$ cat src/rtl/snow64_lar_mem_bridge.sv
// Bridges LAR line fills and writebacks onto a 64-bit beat-oriented memory bus.
// A writeback accepted together with (or ahead of) a fill is always drained first.
module snow64_lar_mem_bridge #(
    parameter int BASE_ADDR_WIDTH = 59,
    parameter int LINE_WIDTH      = 256,
    parameter int BEAT_WIDTH      = 64
) (
    input  logic                       clk,
    input  logic                       rst,
    input  logic                       in_rd_req,
    input  logic [BASE_ADDR_WIDTH-1:0] in_rd_base_addr,
    output logic                       out_rd_valid,
    output logic                       out_rd_busy,
    output logic [LINE_WIDTH-1:0]      out_rd_data,
    input  logic                       in_wr_req,
    input  logic [BASE_ADDR_WIDTH-1:0] in_wr_base_addr,
    input  logic [LINE_WIDTH-1:0]      in_wr_data,
    output logic                       out_wr_valid,
    output logic                       out_wr_busy,
    output logic                       out_mem_req,
    output logic                       out_mem_we,
    output logic [63:0]                out_mem_addr,
    output logic [BEAT_WIDTH-1:0]      out_mem_wdata,
    input  logic                       in_mem_ack,
    input  logic [BEAT_WIDTH-1:0]      in_mem_rdata
);

    typedef enum logic [1:0] {
        Idle          = 2'd0,
        Write         = 2'd1,
        Read          = 2'd2,
        WriteThenRead = 2'd3
    } stateT;

    stateT                      state, stateNext;
    logic [1:0]                 beat, beatNext;
    logic [BASE_ADDR_WIDTH-1:0] rdBase, rdBaseNext;
    logic [BASE_ADDR_WIDTH-1:0] wrBase, wrBaseNext;
    logic [LINE_WIDTH-1:0]      wrLine, wrLineNext;
    logic [LINE_WIDTH-1:0]      rdLineNext;
    logic                       rdValidNext, wrValidNext;
    logic                       rdBusyNext, wrBusyNext;
    logic                       memReqNext, memWeNext;
    logic [63:0]                memAddrNext;
    logic [BEAT_WIDTH-1:0]      memWdataNext;
    logic                       beatDone, lastBeat, acceptRd;

    // Next-state, datapath capture and next values of every registered output.
    always_comb begin
        stateNext    = state;
        beatNext     = beat;
        rdBaseNext   = rdBase;
        wrBaseNext   = wrBase;
        wrLineNext   = wrLine;
        rdLineNext   = out_rd_data;
        rdValidNext  = 1'b0;
        wrValidNext  = 1'b0;
        rdBusyNext   = out_rd_busy;
        wrBusyNext   = out_wr_busy;
        memReqNext   = 1'b0;
        memWeNext    = 1'b0;
        memAddrNext  = out_mem_addr;
        memWdataNext = out_mem_wdata;

        // ack only counts while a beat is actually outstanding
        beatDone = out_mem_req && in_mem_ack;
        lastBeat = beatDone && (beat == 2'd3);
        acceptRd = (state == Write) && in_rd_req && !out_rd_busy;

        case (state)
            Idle: begin
                if (in_wr_req && in_rd_req) begin
                    wrBaseNext = in_wr_base_addr;
                    wrLineNext = in_wr_data;
                    wrBusyNext = 1'b1;
                    rdBaseNext = in_rd_base_addr;
                    rdBusyNext = 1'b1;
                    beatNext   = 2'd0;
                    stateNext  = WriteThenRead;
                end else if (in_wr_req) begin
                    wrBaseNext = in_wr_base_addr;
                    wrLineNext = in_wr_data;
                    wrBusyNext = 1'b1;
                    beatNext   = 2'd0;
                    stateNext  = Write;
                end else if (in_rd_req) begin
                    rdBaseNext = in_rd_base_addr;
                    rdBusyNext = 1'b1;
                    beatNext   = 2'd0;
                    stateNext  = Read;
                end else begin
                    stateNext = Idle;
                end
            end
            Write, WriteThenRead: begin
                if (acceptRd) begin
                    rdBaseNext = in_rd_base_addr;
                    rdBusyNext = 1'b1;
                end else begin
                    rdBaseNext = rdBase;
                end
                if (lastBeat) begin
                    wrValidNext = 1'b1;
                    wrBusyNext  = 1'b0;
                    beatNext    = 2'd0;
                    stateNext   = ((state == WriteThenRead) || acceptRd) ? Read : Idle;
                end else if (beatDone) begin
                    beatNext  = beat + 2'd1;
                    stateNext = acceptRd ? WriteThenRead : state;
                end else begin
                    stateNext = acceptRd ? WriteThenRead : state;
                end
            end
            Read: begin
                if (beatDone) begin
                    rdLineNext[int'(beat)*BEAT_WIDTH +: BEAT_WIDTH] = in_mem_rdata;
                end else begin
                    rdLineNext = out_rd_data;
                end
                if (lastBeat) begin
                    rdValidNext = 1'b1;
                    rdBusyNext  = 1'b0;
                    beatNext    = 2'd0;
                    stateNext   = Idle;
                end else if (beatDone) begin
                    beatNext = beat + 2'd1;
                end else begin
                    beatNext = beat;
                end
            end
            default: begin
                stateNext = Idle;
                beatNext  = 2'd0;
            end
        endcase

        // Bus fields derive from the upcoming state so they stay put while a beat waits.
        if (stateNext != Idle) begin
            memReqNext = 1'b1;
            memWeNext  = (stateNext != Read);
            if (memWeNext) begin
                memAddrNext  = {wrBaseNext, beatNext, 3'b000};
                memWdataNext = wrLineNext[int'(beatNext)*BEAT_WIDTH +: BEAT_WIDTH];
            end else begin
                memAddrNext  = {rdBaseNext, beatNext, 3'b000};
                memWdataNext = out_mem_wdata;
            end
        end else begin
            memReqNext = 1'b0;
            memWeNext  = 1'b0;
        end
    end

    // State, latched request data and all outputs, with synchronous reset.
    always_ff @(posedge clk) begin
        if (rst) begin
            state         <= Idle;
            beat          <= 2'd0;
            rdBase        <= '0;
            wrBase        <= '0;
            wrLine        <= '0;
            out_rd_data   <= '0;
            out_rd_valid  <= 1'b0;
            out_wr_valid  <= 1'b0;
            out_rd_busy   <= 1'b0;
            out_wr_busy   <= 1'b0;
            out_mem_req   <= 1'b0;
            out_mem_we    <= 1'b0;
            out_mem_addr  <= 64'd0;
            out_mem_wdata <= '0;
        end else begin
            state         <= stateNext;
            beat          <= beatNext;
            rdBase        <= rdBaseNext;
            wrBase        <= wrBaseNext;
            wrLine        <= wrLineNext;
            out_rd_data   <= rdLineNext;
            out_rd_valid  <= rdValidNext;
            out_wr_valid  <= wrValidNext;
            out_rd_busy   <= rdBusyNext;
            out_wr_busy   <= wrBusyNext;
            out_mem_req   <= memReqNext;
            out_mem_we    <= memWeNext;
            out_mem_addr  <= memAddrNext;
            out_mem_wdata <= memWdataNext;
        end
    end

endmodule
$ cat config.mk
export PLATFORM = sky130hd
export DESIGN_NAME = snow64_lar_mem_bridge
export DESIGN_NICKNAME = d
export VERILOG_FILES = /design/src/rtl/snow64_lar_mem_bridge.sv
export SDC_FILE = /design/constraint.sdc
export NUM_CORES = 1
export LEC_CHECK = 0
export CORE_AREA = 3 3 324 326
export DETAILED_ROUTE_END_ITERATION = 10
export DIE_AREA = 0 0 327 329
export PLACE_DENSITY = 0.52
export SLEW_MARGIN = 15
export SYNTH_ARGS = -nofsm -noshare
export SYNTH_HDL_FRONTEND = slang
export SYNTH_SLANG_ARGS = --single-unit
$ cat constraint.sdc
create_clock -name clk -period 2.65 [get_ports clk]
set_input_delay 0.3975 -clock clk [delete_from_list [all_inputs] [get_ports clk]]
set_output_delay 0.3975 -clock clk [all_outputs]
set_load 0.02 [all_outputs]
Word-level counts from Yosys, hierarchy flattened
Index checks and enable logic that the tools add are counted.
{"block": "word_totals", "reg_bits": 768, "inputBits": 443, "elab_cells": 90, "output_inout_bits": 390}
{"block": "op_classes", "n_reduce_logical": 19, "n_shift": 3, "n_addsub": 2, "n_eq_ne": 11, "bitwise": 3, "mux": 38}
{"cell": "$mux 256", "count": 3}
{"cell": "$mux 59", "count": 7}
{"cell": "$bwmux 256", "count": 1}
{"cell": "$shift 64x33->256 const A", "count": 1}
{"cell": "$shiftx 256x9->64", "count": 1}
{"cell": "$shiftx 64x33->256", "count": 1}
{"cell": "$pmux 59 s2", "count": 1}
{"cell": "$mux 64", "count": 1}
{"cell": "$neg 8->33", "count": 1}
{"cell": "$mux 2", "count": 12}
{"cell": "$mux 1", "count": 9}
{"cell": "$ne 3x3->1 const B", "count": 3}
{"cell": "$ne 2x2->1 const B", "count": 4}
{"cell": "$reduce_or 2->1", "count": 4}
{"cell": "$eq 2x2->1 const B", "count": 3}
{"cell": "$pmux 2 s3", "count": 1}
{"cell": "$logic_and 1x1->1", "count": 5}
{"cell": "$pmux 2 s2", "count": 1}
{"cell": "$reduce_and 2->1", "count": 2}
{"cell": "$reduce_and 4->1", "count": 1}
{"cell": "$reduce_bool 2->1", "count": 2}
{"cell": "$not 1->1", "count": 3}
{"cell": "$pmux 1 s3", "count": 1}
{"cell": "$reduce_and 3->1", "count": 1}
{"cell": "7 further kinds", "count": 7}

Logic depth before layout (Yosys ltp)
Gate-level depths: netlist (run 1).
{"block": "depth", "ltp_word": 10, "depth_mapped": 9, "depth_no_buf": 6}

Least setup slack after synthesis (run 1)
Ideal clock, no wire load.
{"block": "synth_path", "path_type": "register to register", "from": "register state[0]", "to": "register out_mem_wdata[30]", "setup_ps": 81, "path_stages_with_launch": 9, "synth_period_minus_slack_ps": 2262, "arrival_time_ps": 2181, "required_time_ps": 2569, "path_buffers": 3, "path_slack_ps": 388, "path_cell_list": "dfxtp_1 buf_2 nor2_2 mux2_2 mux2i_1 buf_6 buf_6 mux4_2 a211oi_2"}
{"block": "synth_via", "elab_chain_cells": 9, "word_cells_on_any_way": 20, "cone_classes": "4 x eq/ne; 1 x shift; 7 x mux; 8 x reduce/logical"}
{"element": "from (decl)", "line_no": "35", "text": "stateT state, stateNext;"}
{"element": "from (signal assigned)", "line_no": "157", "text": "state <= Idle;"}
{"element": "from (signal assigned)", "line_no": "172", "text": "state <= stateNext;"}
{"element": "branches (longest 9 deep; another with $shiftx 256x9->64)"}
{"element": "to (signal assigned)", "line_no": "185", "text": "out_mem_wdata <= memWdataNext;"}
{"element": "to (decl)", "line_no": "23", "text": "output logic [BEAT_WIDTH-1:0] out_mem_wdata,"}
Several ways; the timed one is not identified.
A chain may end at the register's enable or synchronous reset.

Worst setup path after layout (run 1)
{"block": "layout_path", "from": "register beat[0]", "to": "register out_mem_wdata[54]"}
{"block": "layout_via", "elab_chain_cells": 6, "word_cells_on_any_way": 16, "cone_classes": "1 x add/sub; 2 x eq/ne; 1 x shift; 9 x mux; 3 x reduce/logical"}
{"element": "from (decl)", "line_no": "36", "text": "logic [1:0] beat, beatNext;"}
{"element": "from (signal assigned)", "line_no": "173", "text": "beat <= beatNext;"}
{"element": "branches (longest 6 deep; another with $add 2x1->2)"}
Several ways; the timed one is not identified.

==> results.md, run 1 <==
Clock tree:
- The clock drives 765 sinks.
- The number of buffers inserted by hold repair at cts is 0.
- Post-CTS timing repair inserted 0 buffers for setup.
- The number of H-tree levels is 3.
- The later pin in the worst-skew pair is clocked with a latency of 650 ps.
- The maximum count of clock buffers along a single path is 3.
- Clock-pin slew was measured on the worst setup and hold paths at 60 ps.
- The clock root buffer is sky130_fd_sc_hd__clkbuf_16.
- TritonCTS built the clock tree.
- The number of buffers added by the clock tree synthesis step is 88.
- In this run, post-CTS repair resized a total of 0 instances.

Critical path:
- The largest single stage delay on the critical path is 520 ps.
- STA classifies the critical path startpoint as a flip-flop.
- The kind of critical path is reg -> reg.
- The data arrival time of the critical path is 2920 ps.
- The required time of the critical path is 3200 ps.
- Tracing the worst setup path back leads to its startpoint at beat[0].
- The most critical setup path has its endpoint at out_mem_wdata[54].
- The cell with the most instances on the worst path is sky130_fd_sc_hd__buf_12.
- The critical register-to-register path endpoint is out_mem_wdata[54].
- Counting cells, the worst reg-to-reg path comes to 8.
- The worst setup path is captured at a flip-flop.
- In this run the worst path has a maximum fanout of 13.
- The worst-path cell with the longest stage delay is sky130_fd_sc_hd__mux4_2.
- The signal on the critical path passes through ha_1 -> nor3_1 -> buf_4 -> mux2i_4 -> buf_12 -> buf_12 -> mux4_2 -> a211oi_2.
- The internal reg-to-reg setup slack is 280 ps.
- In this run the critical register-to-register path is launched from beat[0].

Synthesis:
- The mean instance size in the synthesized netlist is 10.1 um2.
- The number of synthesized flops with an enable pin is 0.
- The synthesized netlist devotes 13.2% of its cell area to simple gates.
- After Yosys synthesis, XOR and XNOR cells account for 0% of the synthesized area.
- The cell area after synthesis is 28700 um2.
- Measured against the total synthesized area, the mux share comes to 18.1%.
- The post-synthesis async set-or-reset flop share is 0%.
- The adder-cell area share of the yosys netlist is 0.218%.
- The most used standard cell by instance count after synthesis is sky130_fd_sc_hd__dfxtp_1.
- The cell taking the most area after synthesis is sky130_fd_sc_hd__dfxtp_1.
- The share of Yosys cell area claimed by the top area cell type is 53.3%.
- Synthesis instantiated 35 different standard cells from the library.
- The synthesis warning total is 0.
- Summing the sequential cell areas from Yosys gives 53.3% of the chip area.
- The post-synthesis instance total is 2833.
- In the post-synthesis netlist, the biggest area contributors are sky130_fd_sc_hd__dfxtp_1 53%, sky130_fd_sc_hd__mux2i_1 13%, sky130_fd_sc_hd__nor2_1 6.0%.
- After synthesis, the largest family of logic cells by area is multiplexers.
- The most common flop cell mapped by yosys is sky130_fd_sc_hd__dfxtp_1.
- Sorting the synthesized cells by how often they occur yields 765 x sky130_fd_sc_hd__dfxtp_1, 456 x sky130_fd_sc_hd__nor2_1, 375 x sky130_fd_sc_hd__mux2i_1.
- Counting flops and latches in the post-synthesis netlist gives 765.
- The compound-gate portion of the synthesized area is 11.2%.

Drt:
- Detailed routing inserted a total of 24250 vias.
- The wire length reported by the detailed router is 111 mm.
- The residual DRC count is 0.
- The detail route stage leaves a number of antenna-violating nets equal to 0.
- After detailed routing, the number of vias per cell comes to 4.71.
- The wire length on met1 is 44.9 mm.
- The pre-antenna-repair detailed-routing pass consisted of 5 iterations.
- Summed over all nets, wire length on met2 after detailed routing comes to 52.7 mm.
- The highest layer touched by signal routing is met5.
- The wire length per cell is 21.5 um.
- The wire length on met3 is 9.01 mm.
- For this block, the initial DRC count from the detailed router was 1491.

STA:
- The clock period could shrink to 2370 ps.
- The top achievable clock speed is 0.422 GHz.
- The number of max-slew violations in the final report is 0.
- The transition time at the pin with the least slew margin is 926 ps.
- The maximum clock skew at final layout is 19.9 ps.
- The final critical-path share of the clock period is 89.4%.
- The number of endpoints with negative hold slack in the final report was 0.
- Setup repair after global routing left no endpoint under its margin.
- The number of setup violations in the final report is 0.
- The normalized max-slew margin is 38.3%.

Pwr:
- The power density normalized to cell area is 692 nW/um2.
- Across the VDD grid, the largest voltage drop is 463 uV.
- The overall power consumption is 0.0296 W.
- Summed over all cells, the static leakage comes to 16.0 nW.

Die:
- The boundary pin count is 833.
- The total core area is 102000 um2.
- The initial cell density of the core is 28.2%.
- The width of the chip is 327 um.
- The die area is 108000 um2.
- The floorplan step set the die height to 329 um.
- The floorplan has 117 rows.

Outcome:
- The run finished with clean final reports.

Place:
- At the end of routability-driven placement, the weighted congestion stood at 0.836.
- The total of buffers placed on input and output ports is 829.
- Once placement completed, the tool counted placed cells totaling 4978.
- The HPWL after detailed placement is 80.3 mm.

GRT:
- The first global-routing pass estimated 160 mm of wire.
- Entering global routing, the biggest net connects 177 pins.
- The via count of the first global-routing pass is 23779.
- The number of antenna violations at the first check in global routing is 26.
- The total global routing overflow is 0.
- The total routing resource utilization after global routing is 19.7%.

Finish:
- After the last flow step, the layout net total stands at 4148.
- Leaving out filler cells and counting taps, the final layout contains 5146.
- Compared with the post-synthesis result, the final layout area differs by 49.0%.
- Once layout is complete, the utilization of the core stands at 42.0%.
- The post-route netlist has 11.9% of its cells at a drive strength greater than 1.
- The number of filler cells placed in the layout is 10021.

Run:
- Across the run, the number of max-cap violations was 0.

Min path:
- The min-delay analysis places its worst path in the category in -> reg.
worst min path at each step:
stage	slack (ps)	from	cells after the start	to
after floorplan	450	wrLine[100]	2	wrLine[100]
after global placement	440	out_rd_data[42]	2	out_rd_data[42]
after detailed placement	440	out_rd_data[68]	2	out_rd_data[68]
after CTS	30	rst	2	beat[1]
after global routing	60	rst	2	wrLine[254]
final	80	rst	2	beat[1]
flip-flops by register name, indices dropped and copies added, names as in the netlist:
signal	cells
out_wr_valid	1
out_mem_req	1
out_mem_wdata	64
out_rd_busy	1
wrBase	59
out_mem_we	1
out_rd_valid	1
out_wr_busy	1
out_rd_data	256
beat	2
out_mem_addr	61
wrLine	256
state	2
rdBase	59
cell usage in the layout, fill, tap and decap left out, types with 54 or more instances in the layout:
cell type	synthesis	routed
sky130_fd_sc_hd__a211oi_1	73	73
sky130_fd_sc_hd__a21oi_1	200	198
sky130_fd_sc_hd__a22o_1	67	67
sky130_fd_sc_hd__buf_12	0	54
sky130_fd_sc_hd__buf_4	32	139
sky130_fd_sc_hd__clkbuf_16	0	90
sky130_fd_sc_hd__clkdlybuf4s50_1	0	828
sky130_fd_sc_hd__dfxtp_1	765	765
sky130_fd_sc_hd__mux2i_1	375	374
sky130_fd_sc_hd__mux4_2	64	64
sky130_fd_sc_hd__nand2_1	259	256
sky130_fd_sc_hd__nand3_1	197	197
sky130_fd_sc_hd__nor2_1	456	455
routing by layer:
metal	vias to the layer above	GRT usage, %
met3	197	6.67
met5	-	0
met4	22	7.65
met2	770	32.3
li1	11634	-
met1	11627	23.8
metrics by stage:
stage	hold WS (ps)	area, um2	worst slack [ps]	TNS [ps]
2_1_floorplan	451	28700	388	0
3_3_place_gp	437	39900	-251	-12990
3_5_place_dp	442	39900	-272	-14800
4_1_cts	26.8	42800	224	0
5_1_grt	60.7	42800	90.2	0
6_report	78.2	42800	282	0
power breakdown:
part | total (W) | internal, W | switching, W
Combinational | 0.00480 | 0.00241 | 0.00239
Clock | 0.0124 | 0.00746 | 0.00496
Sequential | 0.0124 | 0.0121 | 0.000260
Total | 0.0296 | 0.0220 | 0.00761
cells by family after synthesis:
family / count (synthesis)
simple gates: 930
flops: 765
compound gates: 443
mux: 440
buf+inv: 249
fa+ha+maj: 5
other cells: 1
worst max-delay path, delay by kind of cell (launching register included):
| family | cells | cell delay [ps] |
|---|---|---|
| mux | 2 | 690 |
| buf+inv | 3 | 540 |
| flops | 1 | 440 |
| fa+ha+maj | 1 | 240 |
| compound gates | 1 | 220 |
| simple gates | 1 | 70 |
final cells by class:
class / instances / area (um2) / area share [%]
flip-flops and latches: 765 / 15300 / 35.8
multi-input cells: 1821 / 12400 / 28.9
repair buffers: 1022 / 10400 / 24.4
clock buffers: 133 / 2610 / 6.11
well taps: 1368 / 1710 / 4.00
clock inverters: 22 / 312 / 0.728
diodes: 13 / 32.5 / 0.0760
inverters: 2 / 7.51 / 0.0175
Note: power is estimated with default switching activity, not from simulation.
==> run 2, diff against run 1 <==
CELL_PAD_IN_SITES_DETAIL_PLACEMENT = 1   (was not set)
CELL_PAD_IN_SITES_GLOBAL_PLACEMENT = 2   (was not set)
CORE_AREA = not set   (was 3 3 324 326)
CORE_MARGIN = 3   (was not set)
CORE_UTILIZATION = 29   (was not set)
DIE_AREA = not set   (was 0 0 327 329)
PLACE_DENSITY = 0.8   (was 0.52)
==> results.md, run 2 (synthesis gave the netlist of run 1 again) <==
Outcome:
- The flow ran to the end, and the final reports show no timing, DRC or antenna violations.

Finish:
- The layout net count is 4100 (-1.2%).
- The growth of design area from synthesis to finish is 47.4%.
- The largest registers in the layout are out_rd_data: 256 flops, wrLine: 256 flops, out_mem_wdata: 64 flops.
- The fraction of layout instances using a drive strength above 1 came to 10.9% (-1.0 points).
- The post-route standard cell area excluding fillers was 42300 um2 (-1.1%).
- The final core utilization is 43.5% (+1.5 points).
- The commonest non-fill, non-tap cell in the layout is sky130_fd_sc_hd__clkdlybuf4s50_1.
- In the layout the commonest cells are 828 x sky130_fd_sc_hd__clkdlybuf4s50_1, 764 x sky130_fd_sc_hd__dfxtp_1, 455 x sky130_fd_sc_hd__nor2_1.

Drt:
- The detailed-router iteration count before antenna repair is 7 (+2).
- The remaining antenna violation count after routing is 0 (unchanged).
- The residual DRC count came to 0 (unchanged).
- The wire length per cell was 22.8 um (+5.8%).
- The routed via count is 24524 (+1.1%).
- The initial DRC count is 1292 (-13%).
- The via density per instance is 4.90 (+3.9%).
- The wire length reported by the detailed router is 114 mm (+3.0%).

Critical path:
- The worst-path cell with the longest stage delay is sky130_fd_sc_hd__mux4_2.
- The startpoint kind of the worst setup timing path is a flip-flop.
- The buffers plus inverters on the worst setup path is 3 (unchanged).
- The data arrival time of the critical path is 2920 ps (about the same).
- The worst setup path is of the reg -> reg kind.
- The cell with the most instances on the worst path is sky130_fd_sc_hd__buf_12.
- The maximum fanout count along the critical path is 19 (+6).
- The required time of the critical path came to 3200 ps (about the same).
- The nature of the critical path endpoint is a flip-flop.
- The delay contributed by the slowest stage of the critical path came to 530 ps (about the same).
- In this design, the largest share of critical-path delay is due to multiplexers.
- The critical path goes through ha_1 -> nor3_1 -> buf_4 -> mux2i_4 -> buf_12 -> buf_12 -> mux4_2 -> a211oi_2.

STA:
- The top achievable clock speed is 0.421 GHz (-0.26%).
- The final setup slack of the worst path is 275 ps (-6.26 ps).
- Setup repair after global routing left no endpoint under its margin.
- The normalized max-slew margin is 50.7% (+12 points).
- The minimum clock period after layout is 2370 ps (+6.26 ps).
- The number of endpoints with negative hold slack in the final report is 0 (unchanged).
- The number of setup violations in the final report is 0 (unchanged).
- The final critical-path share of the clock period was 89.6% (+0.24 points).
- The number of max-slew violations in the final report is 0 (unchanged).
- The final sum of negative setup slack came to 0 ps (unchanged).
- The maximum clock skew at final layout is 13.8 ps (-6.13 ps).
- The transition time at the pin with the least slew margin came to 739 ps (-187 ps).

Die:
- The die outline height came to 321 um (-2.5%).
- The boundary pin count is 833 (unchanged).
- The total core area is 97400 um2 (-4.5%).
- The width of the chip came to 321 um (-1.9%).
- The die area is 103000 um2 (-4.4%).
- The initial cell density of the core came to 29.5% (+1.3 points).
- The number of rows created at floorplan is 114 (-2.6%).

GRT:
- The via count of the first global-routing pass is 25456 (+7.1%).
- The number of antenna violations at the first check in global routing is 23 (-12%).
- The wire length of the first global-routing pass is 167 mm (+4.8%).
- The total global routing overflow was 0 (unchanged).
- The maximum number of pins on one net before global-route repair is 130 (-27%).
- The total routing resource utilization after global routing is 21.4% (+1.7 points).

Clock tree:
- The number of sinks on the clock net is 765 (unchanged).
- The CTS clock-pin slew for the worst setup and hold paths is 60 ps (about the same).
- The maximum count of clock buffers along a single path is 3 (unchanged).
- The post-CTS setup-driven buffer insertion count is 0 (unchanged).
- The number of buffers inserted by hold repair at cts was 0 (unchanged).
- The number of H-tree levels was 3 (unchanged).
- TritonCTS built the clock tree.
- The clock root buffer is sky130_fd_sc_hd__clkbuf_16.
- The clock latency of the later-clocked register in the worst-skew pair is 640 ps (about the same).
- The number of buffers added by the clock tree synthesis step is 88 (unchanged).

Pwr:
- The power density normalized to cell area is 698 nW/um2 (+0.85%).
- The overall power consumption is 0.0295 W (-0.25%).
- The cell leakage power was 15.8 nW (-1.4%).
- The maximum ir drop on the vdd rail is 470 uV (+1.4%).

Place:
- The half-perimeter wire length after placement is 83.9 mm (+4.5%).
- The area after detailed placement is 39400 um2 (-1.2%).
- The total of buffers placed on input and output ports was 829 (unchanged).
- The worst slack after detailed placement is -293 ps (-20.9 ps).
- The global placement routability congestion was 0.800 (-4.2%).

Min path:
- The kind of path behind the tightest hold check is in -> reg.

Run:
- The max-cap violation count came to 0 (unchanged).
==> run 2: timing repair <==
item / 4_1_cts / 5_1_grt
endpoints found under the setup margin: 0 / 7
hold endpoints to repair: 0 / 0
resized for setup: 0 / 1
==> run 2: report_power, final <==
part / switching [W] / leakage [nW] / internal (W) / total [W]
Sequential: 0.000291 / 6.24 / 0.0121 / 0.0124
Clock: 0.00495 / 1.45 / 0.00739 / 0.0123
Combinational: 0.00242 / 8.08 / 0.00235 / 0.00477
==> run 2: per-layer routing <==
metal | vias to the layer above | global-route usage (%) | part of all wire, %
li1 | 11533 | - | -
met3 | 159 | 5.31 | 5.9
met4 | 12 | 8.00 | 3.0
met2 | 678 | 36.8 | 50
met1 | 12142 | 25.7 | 41
met5 | - | 0 | 0.076
==> run 2: worst reg2reg max path, stage by stage (launching register included) <==
cell	delay [ps]
sky130_fd_sc_hd__dfxtp_1	440
sky130_fd_sc_hd__ha_1	230
sky130_fd_sc_hd__nor3_1	70
sky130_fd_sc_hd__buf_4	140
sky130_fd_sc_hd__mux2i_4	190
sky130_fd_sc_hd__buf_12	190
sky130_fd_sc_hd__buf_12	240
sky130_fd_sc_hd__mux4_2	550
sky130_fd_sc_hd__a211oi_2	240
==> run 2: final timing paths <==
kind                         start                end  slack (ps)  cells past startpoint
setup / recovery           beat[0]  out_mem_wdata[43]         280                      8
hold / removal                 rst         rdBase[41]         160                      2
hold reg to reg   out_rd_data[111]   out_rd_data[111]         450                      2
setup reg to reg           beat[0]  out_mem_wdata[43]         280                      8
==> run 2: layout make-up <==
type,instances,area (um2)
timing repair buffer,974,10100
clock inverter,23,269
clock buffer,134,2660
tap,1276,1600
multi-input combinational,1821,12400
antenna,14,35.0
fill,10672,55100
sequential,765,15300
inverter,2,7.51
==> run 2: stage by stage <==
stage               std cells  hold slack [ps]
floorplan                2835              451
global placement         4838              437
detailed placement       4838              443
CTS                      4995              112
global route             5006              151
finish                   5009              164
